`config.mk`:
```
export PLATFORM = sky130hd
export DESIGN_NAME = branch_flush_ctrl
export DESIGN_NICKNAME = d
export VERILOG_FILES = /design/src/rtl/branch_flush_pkg.sv /design/src/rtl/branch_cond_eval.sv /design/src/rtl/branch_flush_ctrl.sv
export SDC_FILE = /design/constraint.sdc
export NUM_CORES = 1
export LEC_CHECK = 0
export ABC_AREA = 0
export BUFFER_PORTS_ARGS = -buffer_cell sky130_fd_sc_hd__clkbuf_2
export CAP_MARGIN = 0
export CORE_AREA = 2 2 39 41
export DETAILED_ROUTE_END_ITERATION = 6
export DIE_AREA = 0 0 41 43
export PLACE_DENSITY = 0.5
export RECOVER_POWER = 100
export SYNTH_ARGS = -nofsm -noshare
export SYNTH_HDL_FRONTEND = slang
export SYNTH_SLANG_ARGS = --single-unit
```
`constraint.sdc`:
```
create_clock -name clk -period 1.8 [get_ports clk]
set_clock_uncertainty 0.2 [all_clocks]
set_input_delay 0.36 -clock clk [delete_from_list [all_inputs] [get_ports clk]]
set_output_delay 0.36 -clock clk [all_outputs]
set_load 0.01 [all_outputs]
```
`src/rtl/branch_flush_pkg.sv`:
```
// Branch flush controller shared definitions: transfer type codes,
// type field width and the default bubble depth.
package branch_flush_pkg;

  localparam int BR_TYPE_W           = 4;
  localparam int FLUSH_DEPTH_DEFAULT = 3;

  // Control-transfer type codes as decoded by the resolve stage.
  // Codes 11..15 are unused and behave exactly like BR_NONE.
  typedef enum logic [BR_TYPE_W-1:0] {
    BR_NONE = 4'd0,
    BR_J    = 4'd1,
    BR_JAL  = 4'd2,
    BR_JR   = 4'd3,
    BR_JALR = 4'd4,
    BR_BEQ  = 4'd5,
    BR_BNE  = 4'd6,
    BR_BGEZ = 4'd7,
    BR_BLTZ = 4'd8,
    BR_BGTZ = 4'd9,
    BR_BLEZ = 4'd10
  } br_type_e;

endpackage

```
`src/rtl/branch_cond_eval.sv`:
```
// Combinational taken/not-taken decision for a control transfer, from its
// type code and the comparator flags of the resolve stage.
module branch_cond_eval
  import branch_flush_pkg::*;
(
  input  logic [BR_TYPE_W-1:0] br_type,
  input  logic                 eq,
  input  logic                 rs_neg,
  input  logic                 rs_zero,
  output logic                 taken
);

  // Jumps are unconditional; branches test the flags; unknown codes never take.
  always_comb begin
    taken = 1'b0;
    case (br_type)
      BR_J, BR_JAL, BR_JR, BR_JALR: taken = 1'b1;
      BR_BEQ:  taken = eq;
      BR_BNE:  taken = ~eq;
      BR_BGEZ: taken = ~rs_neg;
      BR_BLTZ: taken = rs_neg;
      BR_BGTZ: taken = ~rs_neg & ~rs_zero;
      BR_BLEZ: taken = rs_neg | rs_zero;
      default: taken = 1'b0;
    endcase
  end

endmodule

```
`src/rtl/branch_flush_ctrl.sv`:
```
// Branch flush controller: accepts taken control transfers, pulses a PC
// redirect and inserts FLUSH_DEPTH bubble cycles with a thermometer flush
// mask. Transfers arriving while bubbles are pending are squashed.
// Optional macro BFC_STATS_EN adds a saturating accepted-transfer counter
// on port taken_cnt.
module branch_flush_ctrl
  import branch_flush_pkg::*;
#(
  parameter int FLUSH_DEPTH = FLUSH_DEPTH_DEFAULT,
  parameter int CNT_W       = 4,
  parameter int STAT_W      = 32
) (
  input  logic                   clk,
  input  logic                   rst_n,
  input  logic                   br_valid,
  input  logic [BR_TYPE_W-1:0]   br_type,
  input  logic                   eq,
  input  logic                   rs_neg,
  input  logic                   rs_zero,
  input  logic                   stall,
  output logic [CNT_W-1:0]       bubble,
  output logic [FLUSH_DEPTH-1:0] flush,
  output logic                   redirect,
  output logic                   busy
`ifdef BFC_STATS_EN
  ,
  output logic [STAT_W-1:0]      taken_cnt
`endif
);

  logic             taken;
  logic             accept;
  logic [CNT_W-1:0] bubble_q;
  logic [CNT_W-1:0] bubble_d;
  logic             redirect_q;
  logic             redirect_d;

  branch_cond_eval u_cond (
    .br_type (br_type),
    .eq      (eq),
    .rs_neg  (rs_neg),
    .rs_zero (rs_zero),
    .taken   (taken)
  );

  // A transfer is only taken up when no bubbles remain and the pipe moves.
  always_comb begin
    accept = br_valid & taken & (bubble_q == '0) & ~stall;
  end

  // Next bubble count and redirect: stall freezes, accept reloads, else drain.
  always_comb begin
    bubble_d   = bubble_q;
    redirect_d = 1'b0;
    if (stall) begin
      bubble_d = bubble_q;
    end else if (accept) begin
      bubble_d   = CNT_W'(FLUSH_DEPTH);
      redirect_d = 1'b1;
    end else if (bubble_q != '0) begin
      bubble_d = bubble_q - CNT_W'(1);
    end
  end

  // Bubble counter and registered redirect pulse.
  always_ff @(posedge clk or negedge rst_n) begin
    if (!rst_n) begin
      bubble_q   <= '0;
      redirect_q <= 1'b0;
    end else begin
      bubble_q   <= bubble_d;
      redirect_q <= redirect_d;
    end
  end

  // Thermometer flush mask: stage i is flushed while more than i bubbles remain.
  always_comb begin
    flush = '0;
    for (int i = 0; i < FLUSH_DEPTH; i++) begin
      flush[i] = (bubble_q > CNT_W'(i));
    end
  end

  // Status outputs straight from the counter state.
  always_comb begin
    bubble   = bubble_q;
    busy     = (bubble_q != '0);
    redirect = redirect_q;
  end

`ifdef BFC_STATS_EN
  logic [STAT_W-1:0] taken_cnt_q;
  logic [STAT_W-1:0] taken_cnt_d;

  // Saturating count of accepted transfers.
  always_comb begin
    taken_cnt_d = taken_cnt_q;
    if (accept && (taken_cnt_q != '1)) begin
      taken_cnt_d = taken_cnt_q + STAT_W'(1);
    end
  end

  // Statistics register.
  always_ff @(posedge clk or negedge rst_n) begin
    if (!rst_n) begin
      taken_cnt_q <= '0;
    end else begin
      taken_cnt_q <= taken_cnt_d;
    end
  end

  // Expose the statistics register.
  always_comb begin
    taken_cnt = taken_cnt_q;
  end
`endif

endmodule
```
[After elaboration in Yosys (flattened, before gate mapping)]
Cells that the tools add are included.
Storage, ports and cells
  register bits after elaboration: 5
  latch bits: 0
  bits in writable memories: 0
  ROM bits: 0
  input bits: 11
  output and inout port bits: 9
  word-level logic and storage cells: 35
  memories: 0
Cells by class
  add/sub/neg operators: 1
  multipliers: 0
  divide/modulo/power cells: 0
  $lt $le $gt $ge: 3
  equal/unequal tests: 10
  shift operators: 0
  muxes and demuxes: 5
  bitwise gates (word level): 9
  reductions and logical operators: 5
Operator list (count)
  4-bit by 3-bit equality test with 1-bit output, second input constant: 4
  4-bit equality test, second input constant: 3
  4-bit by 2-bit equality test with 1-bit output, second input constant: 2
  4-bit by 1-bit greater-than comparator with 1-bit output, second input constant: 2
  4-bit two-way mux: 2
  1-bit case mux with 7 select lines: 1
  1-bit bitwise AND: 4
  4-bit by 1-bit equality test with 1-bit output, second input constant: 1
  4-bit by 2-bit greater-than comparator with 1-bit output, second input constant: 1
  4-bit zero test: 1
  1-bit NOT: 4
  4-bit nonzero test: 1
  4-bit OR reduction: 1
  4-bit by 1-bit subtractor with 4-bit output, second input constant: 1
  1-bit two-way mux: 2
  2-bit AND reduction: 1
  2-bit nonzero test: 1
  1-bit bitwise OR: 1

[Logic depth before layout (Yosys ltp)]
Gate-level depths: netlist of run 1.
  word-level depth: 8
  mapped depth: 5
  depth with buffers taken out: 5

[Cells and area by module]
From an unflattened synthesis of run 1, not the netlist that was laid out.
Unflattened totals
  cells, all modules: 38
  area total of the unflattened synthesis: 367.9 µm²
By module, submodules not included
  branch_flush_ctrl: times used 1, cells each 31, area each 304.0 µm², sequential area each 125.1 µm²
  branch_cond_eval: times used 1, cells each 7, area each 63.8 µm², sequential area each 0.0 µm²

[Worst setup path before layout of run 1]
OpenSTA, ideal clock, no wires.
  kind: reg2reg
  from: reg bubble_q[0] (netlist: bubble[0])
  to: reg bubble_q[1] (netlist: bubble[1])
  setup time: 0.079 ns
  arrival: 1.402 ns
  required time: 1.521 ns
  setup slack: 0.119 ns
  stages on the path, launching flop included: 6
  path buffers: 0
  clock period less this slack: 1.681 ns
  cells stage by stage: dfrtp_1 -> inv_1 -> ha_1 -> nand2_1 -> o31ai_2 -> mux2i_1
On the way
  elaborated cells on any way between the ends: 9
  those cells by class: add/sub: 1; mux: 2; bitwise: 2; reduce/logical: 4
RTL lines
  start: declaration: RTL line branch_flush_ctrl.sv:33  | logic [CNT_W-1:0] bubble_q;
  start signal: assignment: RTL line branch_flush_ctrl.sv:71  | bubble_q <= bubble_d;
  4-bit nonzero test
  via busy: RTL line branch_flush_ctrl.sv:24  | output logic busy
  2-bit nonzero test (no source line)
  2-bit AND reduction (no source line)
The timed path passes the listed nets, and every way through them passes these cells. The select of a mux whose other input is x is not followed.
A chain may end at the register's enable or synchronous reset.

[Final worst setup path of run 1]
  from: reg bubble_q[0] (netlist: bubble[0])
  to: out busy
On the way
  longest elaborated chain between the ends: 1
Ends and longest elaborated chain
  4-bit nonzero test: RTL line branch_flush_ctrl.sv:87  | busy = (bubble_q != '0);
  end: declaration: RTL line branch_flush_ctrl.sv:24
No other way between the ends.

==> results.json, run 1 <==
{
  "num_vias": 403,
  "hold_path_class": "in2reg",
  "fin_nets": 81,
  "cts_tree": "yes",
  "cts_root_buffer": "clkbuf_4",
  "min_to": "redirect",
  "finalHoldViolations": 0,
  "drv_slew": 0,
  "timing.final.ws_setup_ns": 0.0442,
  "drv_cap": 0,
  "drc": 0,
  "peakVddDrop_uv": 451,
  "coreArea_um2": 1380,
  "die_width_um": 41,
  "grt_max_degree": 6,
  "ys_types": 19,
  "place_worst_setup_slack_ns": 0.107,
  "clk_path_buf_depth": 2,
  "yosysWarnings": 0,
  "rr_startpoint": "bubble[0]",
  "ys_seq_elements": 5,
  "grt.overflow.total": 0,
  "place_congestion": 0.580,
  "tightest_slew_ns": 0.330,
  "drive_gt1_share_pct": 43.9,
  "hpwl_um": 688,
  "antenna_found_initial": 0,
  "regArea_um2": 125,
  "reg2regPathDepth": 5,
  "path_max_fanout": 5,
  "worst_setup_path_start_kind": "register",
  "syn_area_um2": 369,
  "track_usage_pct": 11.9,
  "fmax_ghz": 0.570,
  "drtIter0Drc": 0,
  "avgViaCountPerCell": 4.91,
  "synth_area_per_cell_um2": 9.46,
  "final_util_pct": 40.2,
  "dr.pass1.iters": 1,
  "syn_to_final_growth_pct": 50.8,
  "grt_pass1_vias": 379,
  "fillers": 155,
  "cts_max_level": 1,
  "ios": 20,
  "clkSinkCount": 5,
  "required_ns": 1.24,
  "wl_per_cell_um": 10.4,
  "dieArea_um2": 1760,
  "rsz0062_at_grt": "true",
  "status": "finished clean",
  "synth_cells": 39,
  "holdPathStages": 2,
  "path_class": "reg2out",
  "num_rows": 14,
  "end_kind": "output port",
  "drtAntennaViolNets": 0,
  "r2r_end": "bubble[1]",
  "cts_inserted_buffers": 3,
  "critPathArrivalTime_ns": 1.20,
  "min_from": "stall",
  "clk_latency_ns": 0.24,
  "regToRegSetupSlack_ns": 0.18,
  "leakage_nw": 0.268,
  "ys_seq_area_share_pct": 33.9,
  "finalSetupViolCount": 0,
  "powerDensity_nw_per_um2": 1490,
  "syn-num-nets": 53,
  "port_buffers": 19,
  "grt_pass1_wl_mm": 1.39,
  "post-route-min-period_ns": 1.76,
  "start_util_pct": 26.7,
  "dp.cells": 76,
  "min_period_over_period_pct": 97.5,
  "routed_wl_um": 853,
  "fin_cells": 82,
  "antennaDiodeCount": 0,
  "die_h_um": 43,
  "multi_input_area_um2": 235,
  "max_slew_margin_pct": 77.8,
  "clk_pin_slew_ns": 0.04
}
-- per-layer routing --
| layer | GRT usage [%] | share of wire (%) | vias up |
|---|---|---|---|
| met5 | 0 | 0 | - |
| met4 | 8.00 | 1.3 | 0 |
| met3 | 3.14 | 8.1 | 2 |
| met2 | 19.4 | 49 | 18 |
| met1 | 12.4 | 42 | 185 |
| li1 | - | - | 198 |
-- worst max path at each step --
stage	from	end	depth (start not counted)
2_1_floorplan	bubble[0]	bubble[1]	5
3_3_place_gp	br_type[3]	bubble[1]	6
3_5_place_dp	eq	bubble[1]	6
4_1_cts	bubble[1]	flush[1]	5
5_1_grt	bubble[1]	flush[2]	4
6_report	bubble[0]	busy	4
-- repair_timing --
action / in CTS / in global routing
endpoints found under the hold margin: 5 / 0
pin swaps: 0 / 2
hold buffers: 1 / 0
setup endpoints to repair: 3 / 4
gates resized for setup: 3 / 9
buffers inserted: 1 / 0
-- critical path, stage by stage, from the launching register on --
cell	delay [ns]
dfrtp_1	0.37
inv_1	0.11
ha_2	0.23
nand2_2	0.11
clkbuf_2	0.15
-- cell usage in the layout (no fill, tap or decap), drive strengths merged, types with 2 or more instances in the layout --
cell	n
nor3	4
nor2	2
o21ai	5
ha	3
dfrtp	5
clkbuf	21
inv	4
buf	6
a21o	2
nand2	3
-- cells in the mapped netlist --
master	instances	share of area, %
buf_4	1	2.0
o21ai_0	5	6.8
or4_1	1	2.0
dfrtp_1	5	34
or4b_1	1	2.7
o211ai_1	1	2.0
inv_1	4	4.1
a22oi_1	1	2.0
a21o_1	2	4.1
mux2_2	1	3.1
o31ai_2	1	3.4
nor3_1	4	5.4
nor4bb_4	1	6.8
ha_1	3	10
mux2i_1	1	2.7
nand2_1	3	3.1
nand3_1	1	1.4
nor2_1	2	2.0
nand4b_1	1	2.4
-- through the flow --
step | power (mW) | setup TNS, ns | hold WS, ns | instance area, um2
after global routing | 0.908 | -0.0773 | 0.137 | 557
after detailed placement | 0.630 | 0 | -0.0178 | 499
after floorplan | 0.437 | 0 | -0.136 | 369
final | 0.827 | 0 | 0.129 | 557
after global placement | 0.636 | 0 | -0.0196 | 499
after CTS | 0.800 | 0 | 0.123 | 546
-- final cells by class --
class / count / area share [%]
Clock buffer: 4 / 4.72
Inverter: 4 / 2.70
Multi-Input combinational cell: 29 / 42.2
Sequential cell: 5 / 22.5
Tap cell: 16 / 3.60
Timing Repair Buffer: 24 / 24.3
-- where the power goes --
part	total [mW]	internal (mW)	switching, mW
logic	0.493	0.236	0.257
clock network	0.131	0.0839	0.0466
registers	0.204	0.160	0.0441
-- kinds of logic (layout without fill, tap and decap cells) --
| group | count (synthesis) | count (layout) | share of synthesized area (%) |
|---|---|---|---|
| compound gates | 10 | 10 | 18.3 |
| mux | 2 | 2 | 5.76 |
| buf+inv | 5 | 32 | 6.10 |
| fa+ha+maj | 3 | 3 | 10.2 |
| flops | 5 | 5 | 33.9 |
| simple gates | 14 | 14 | 25.8 |
-- state kept, by name, summed over array words and instances, names as in the netlist --
name	count
redirect	1
bubble	4
Power figures use the tool's default switching activity.
==> run 2: changes to the inputs <==
==> constraint.sdc (replaced) <==
create_clock -name clk -period 1.8 [get_ports clk]
set_clock_uncertainty 0.2 [all_clocks]
set_input_delay 0.09 -clock clk [delete_from_list [all_inputs] [get_ports clk]]
set_output_delay 0.09 -clock clk [all_outputs]
set_load 0.01 [all_outputs]
==> run 2 against run 1 <==
Wire length decreased by 5.9%. Sequential power increased by 3%. Cell area decreased by 5.6%. Die area unchanged. Via count decreased by 7.7%. Final cell count decreased by 1.2%. Sequential share of layout area increased by 1.3 points. Worst setup slack improved by 0.096 ns. First-iteration DRC count increased by 2. Clock-buffer cell count unchanged. Sequential cell count unchanged. Total power decreased by 14%.
==> results.json, run 2 (synthesis results as in run 1) <==
{
  "leakage_nw": 0.251,
  "die_width_um": 41,
  "num_rows": 14,
  "avgViaCountPerCell": 4.59,
  "slowest_stage": "dfrtp_1",
  "cts_tree": "yes",
  "path_class": "reg2out",
  "status": "finished clean",
  "grt_max_degree": 6,
  "port_buffers": 19,
  "antenna_found_initial": 0,
  "fillers": 149,
  "grt.overflow.total": 0,
  "busiest_layer": "met2",
  "rr_startpoint": "bubble[0]",
  "cts_inserted_buffers": 3,
  "grt_pass1_vias": 338,
  "place_congestion": 0.686,
  "finalSetupViolCount": 0,
  "max_slew_margin_pct": 78.4,
  "die_h_um": 43,
  "fmax_ghz": 0.602,
  "drtIter0Drc": 2,
  "grt_use_met1_pct": 13.0,
  "drc": 0,
  "path_common_cell": "clkbuf_1",
  "dpl_cell_area_um2": 492,
  "required_ns": 1.51,
  "slowest_delay_ns": 0.38,
  "layout_commonest_cell": "clkbuf_1",
  "fin_nets": 80,
  "finalHoldViolations": 0,
  "cts_max_level": 1,
  "final_area_um2": 526,
  "coreArea_um2": 1380,
  "r2r_end": "bubble[1]",
  "drv_slew": 0,
  "tightest_slew_ns": 0.321,
  "hpwl_um": 711,
  "clk_pin_slew_ns": 0.04,
  "fin_setup_tns_ns": 0,
  "grt.met2_usage_pct": 17.8,
  "wl_per_cell_um": 9.91,
  "antennaDiodeCount": 0,
  "grt_pass1_wl_mm": 1.33,
  "path_max_fanout": 5,
  "ios": 20,
  "path_cells": "inv_1 > ha_2 > nand2_1 > clkbuf_1 > clkbuf_1",
  "cts_root_buffer": "clkbuf_4",
  "critPathArrivalTime_ns": 1.37,
  "clk_latency_ns": 0.24,
  "min_period_over_period_pct": 92.2,
  "dr.pass1.iters": 2,
  "routed_wl_um": 803,
  "peakVddDrop_uv": 306,
  "layout_common_cells": "clkbuf_1 (11), clkbuf_2 (10), o21ai_0 (5), dfrtp_1 (5)",
  "cts_setup_buffers": 0,
  "track_usage_pct": 11.0,
  "num_vias": 372,
  "syn_to_final_growth_pct": 42.4,
  "reg2regPathDepth": 5,
  "rsz0062_at_grt": "false",
  "dieArea_um2": 1760,
  "drtAntennaViolNets": 0,
  "hold_path_class": "in2reg",
  "end_kind": "output port",
  "powerDensity_nw_per_um2": 1350,
  "multi_input_area_um2": 224,
  "start_util_pct": 26.7,
  "drive_gt1_share_pct": 27.7,
  "endpoint": "flush[0]",
  "clkSinkCount": 5,
  "regArea_um2": 125,
  "regToRegSetupSlack_ns": 0.16,
  "grt_util_met3_pct": 4.71,
  "drv_cap": 0,
  "crit_path_start": "bubble[0]",
  "worst_setup_path_start_kind": "register",
  "post-route-min-period_ns": 1.66,
  "largest_reg_flops": 4,
  "clk_path_buf_depth": 2
}
==> run 2: cell types whose count changed in the layout (fill, tap and decap cells not counted), moves of 2 or more <==
cell      previous run  this run
clkbuf_1             7        11
buf_2                2         0
buf_6                2         0
o21ai_0              3         5
==> run 2: where the power goes <==
part	total, mW	internal (mW)	switching, mW
Combinational	0.375	0.156	0.219
Sequential	0.211	0.160	0.0507
Clock	0.125	0.0835	0.0416
==> run 2: cell type report <==
cell class	instances	share of cell area, %
clock buffers	4	5.00
inverters	4	2.86
multi-input cells	29	42.6
flip-flops and latches	5	23.8
well taps	16	3.81
repair buffers	23	21.9
==> run 2: how the worst min path moves through the flow <==
stage                           end  slack, ns  depth (start not counted)       start
after floorplan           bubble[0]      -0.41                          0       rst_n
final                      redirect      0.009                          4  br_type[3]
after detailed placement  bubble[2]      -0.29                          1       rst_n
after global placement    bubble[3]      -0.29                          1       rst_n
after global routing       redirect       0.04                          4  br_type[3]
after CTS                 bubble[1]     0.0006                          2       rst_n
==> run 2: metrics by stage <==
step           power (mW)  setup WS [ns]  std cells  util, %  hold slack [ns]
6_report            0.711          0.140         81     38.0          0.00944
5_1_grt             0.794         0.0231         81     38.0           0.0400
4_1_cts             0.752          0.105         81     38.9         0.000566
3_5_place_dp        0.614          0.110         75     35.5           -0.290
3_3_place_gp        0.618          0.178         75     35.5           -0.291
2_1_floorplan       0.437          0.119         39        -           -0.406
==> run 2: critical path, delay by kind of cell (launching register included) <==
kind	cells	cell delay [ns]
DFF	1	0.38
adders and majority gates	1	0.22
buffers and inverters	3	0.44
and+or+nand+nor	1	0.10
==> run 2: timing repair <==
item,in CTS,in global routing
resized for setup,0,1
endpoints found under the setup margin,0,1
hold buffers,2,0
hold endpoints to repair,7,0
==> run 2: layer usage <==
metal / up-vias / part of all wire [%]
li1: 192 / -
met1: 162 / 42
met2: 18 / 47
met3: 0 / 10
met4: 0 / 0
met5: - / 0
==> run 3: changes to the inputs <==
Clock period 1.8 ns to 1.9 ns, I/O delays scaled along.
==> run 3 against run 2 <==
Critical path depth down 1. Clock power shrank 6%. Sequential share of layout area shrank 0.34 points. Non-clock buffer count up 1. Combinational power is 9.9% lower. Hold slack better by 0.016 ns. Die area stayed put. Via count is 1.9% higher. Sequential power is 5% lower. Critical path type is now in2async. Critical endpoint is now bubble[3]. Highest routed layer unchanged.
==> results.json, run 3 (synthesis results as in run 1) <==
{
  "leakage_nw": 0.256,
  "antennaDiodeCount": 0,
  "antenna_found_initial": 0,
  "cts_max_level": 1,
  "powerDensity_nw_per_um2": 1230,
  "cts_tree": "yes",
  "drv_cap": 0,
  "cts_setup_buffers": 0,
  "max_slew_margin_pct": 78.5,
  "finalSetupViolCount": 0,
  "hpwl_um": 692,
  "peakVddDrop_uv": 320,
  "layout_common_cells": "clkbuf_1 (11), clkbuf_2 (9), o21ai_0 (5), dfrtp_1 (5)",
  "tightest_slew_ns": 0.319,
  "cts_inserted_buffers": 3,
  "layout_commonest_cell": "clkbuf_1",
  "fin_nets": 81,
  "track_usage_pct": 10.6,
  "end_kind": "asynchronous set/reset pin",
  "dieArea_um2": 1760,
  "wl_per_cell_um": 9.94,
  "p_clk_share_pct": 18.0,
  "clk_pin_slew_ns": 0.04,
  "port_buffers": 19,
  "syn_to_final_growth_pct": 44.4,
  "drtAntennaViolNets": 0,
  "critPathArrivalTime_ns": 1.96,
  "avgViaCountPerCell": 4.62,
  "switching_share_pct": 43.7,
  "die_h_um": 43,
  "coreArea_um2": 1380,
  "start_util_pct": 26.7,
  "drv_slew": 0,
  "finalHoldViolations": 0,
  "grt_pass1_wl_mm": 1.28,
  "drtIter0Drc": 2,
  "final_util_pct": 38.5,
  "grt_pass1_vias": 322,
  "drive_gt1_share_pct": 22.7,
  "grt_max_degree": 6,
  "clk_path_buf_depth": 2,
  "cts-hold-fix-buffers": 4,
  "seqPwrFrac_pct": 30.4,
  "clkSinkCount": 5,
  "p_total_uw": 657,
  "ctsResizeCount": 0,
  "grt.overflow.total": 0,
  "routed_wl_um": 815,
  "crit_path_start": "rst_n",
  "rsz0062_at_grt": "false",
  "cts_root_buffer": "clkbuf_4",
  "p_int_uw": 370,
  "fmax_ghz": 0.585,
  "status": "finished clean",
  "ios": 20,
  "num_rows": 14,
  "die_width_um": 41,
  "post-route-min-period_ns": 1.71,
  "largest_reg_flops": 4,
  "rr_startpoint": "bubble[0]",
  "path_max_fanout": 4,
  "worst_setup_path_start_kind": "input pin",
  "drc": 0,
  "fin_setup_tns_ns": 0,
  "path_class": "in2async",
  "combPwrFrac_pct": 51.5,
  "num_vias": 379,
  "dr.pass1.iters": 2,
  "min_from": "br_type[3]",
  "switching_power_uw": 287,
  "hold_path_class": "in2reg",
  "place_congestion": 0.658,
  "required_ns": 2.15,
  "min_period_over_period_pct": 90.0,
  "clk_latency_ns": 0.24
}
## run 3: cell count changes in the layout (fill, tap and decap cells not counted)
cell           delta
o31ai_2           -1
ha_2              -1
dlygate4sd3_1     +2
o31ai_1           +1
clkbuf_2          -1
ha_1              +1
## run 3: final cells by class
type / instances / area, um2
inverter: 4 / 15.0
sequential: 5 / 125
clock buffer: 4 / 26.3
fill: 152 / 851
timing repair buffer: 24 / 130
multi-input combinational: 29 / 216
tap: 16 / 20.0
## run 3: per-layer routing
| layer | up-vias | track usage (%) | part of all wire [%] |
|---|---|---|---|
| li1 | 194 | - | - |
| met1 | 167 | 14.8 | 42 |
| met2 | 18 | 15.0 | 48 |
| met3 | 0 | 3.14 | 9.8 |
| met4 | 0 | 4.00 | 0 |
| met5 | - | 0 | 0 |
## run 3: metrics by stage
step / hold slack, ns / instances / cell area (um2) / setup slack (ns)
after global placement: -0.285 / 74 / 484 / 0.233
after detailed placement: -0.284 / 74 / 484 / 0.231
final: 0.0256 / 82 / 533 / 0.190
after CTS: 0.0294 / 82 / 551 / 0.192
after floorplan: -0.401 / 39 / 369 / 0.219
after global routing: 0.0409 / 82 / 533 / 0.0939
## run 3: path summary, 6_finish.rpt
path,depth (start not counted),slack (ns),endpoint
max in group clk,5,0.20,bubble[1]
hold / removal,4,0.03,redirect
min in group asynchronous,3,0.55,redirect
hold reg to reg,1,0.33,bubble[2]
setup / recovery,4,0.19,bubble[3]
setup reg to reg,5,0.20,bubble[1]
## run 3: critical path, stage by stage
cell and delay [ns]:
dlygate4sd3_1 0.51, dlygate4sd3_1 0.54, clkbuf_1 0.19, dlygate4sd3_1 0.62
## run 3: power groups by stage
stage | Sequential, mW | Combinational (mW) | Clock, mW
floorplan | 0.214 | 0.200 | 0
global placement | 0.201 | 0.368 | 0
detailed placement | 0.203 | 0.364 | 0
CTS | 0.201 | 0.371 | 0.125
global route | 0.209 | 0.384 | 0.135
finish | 0.200 | 0.338 | 0.118
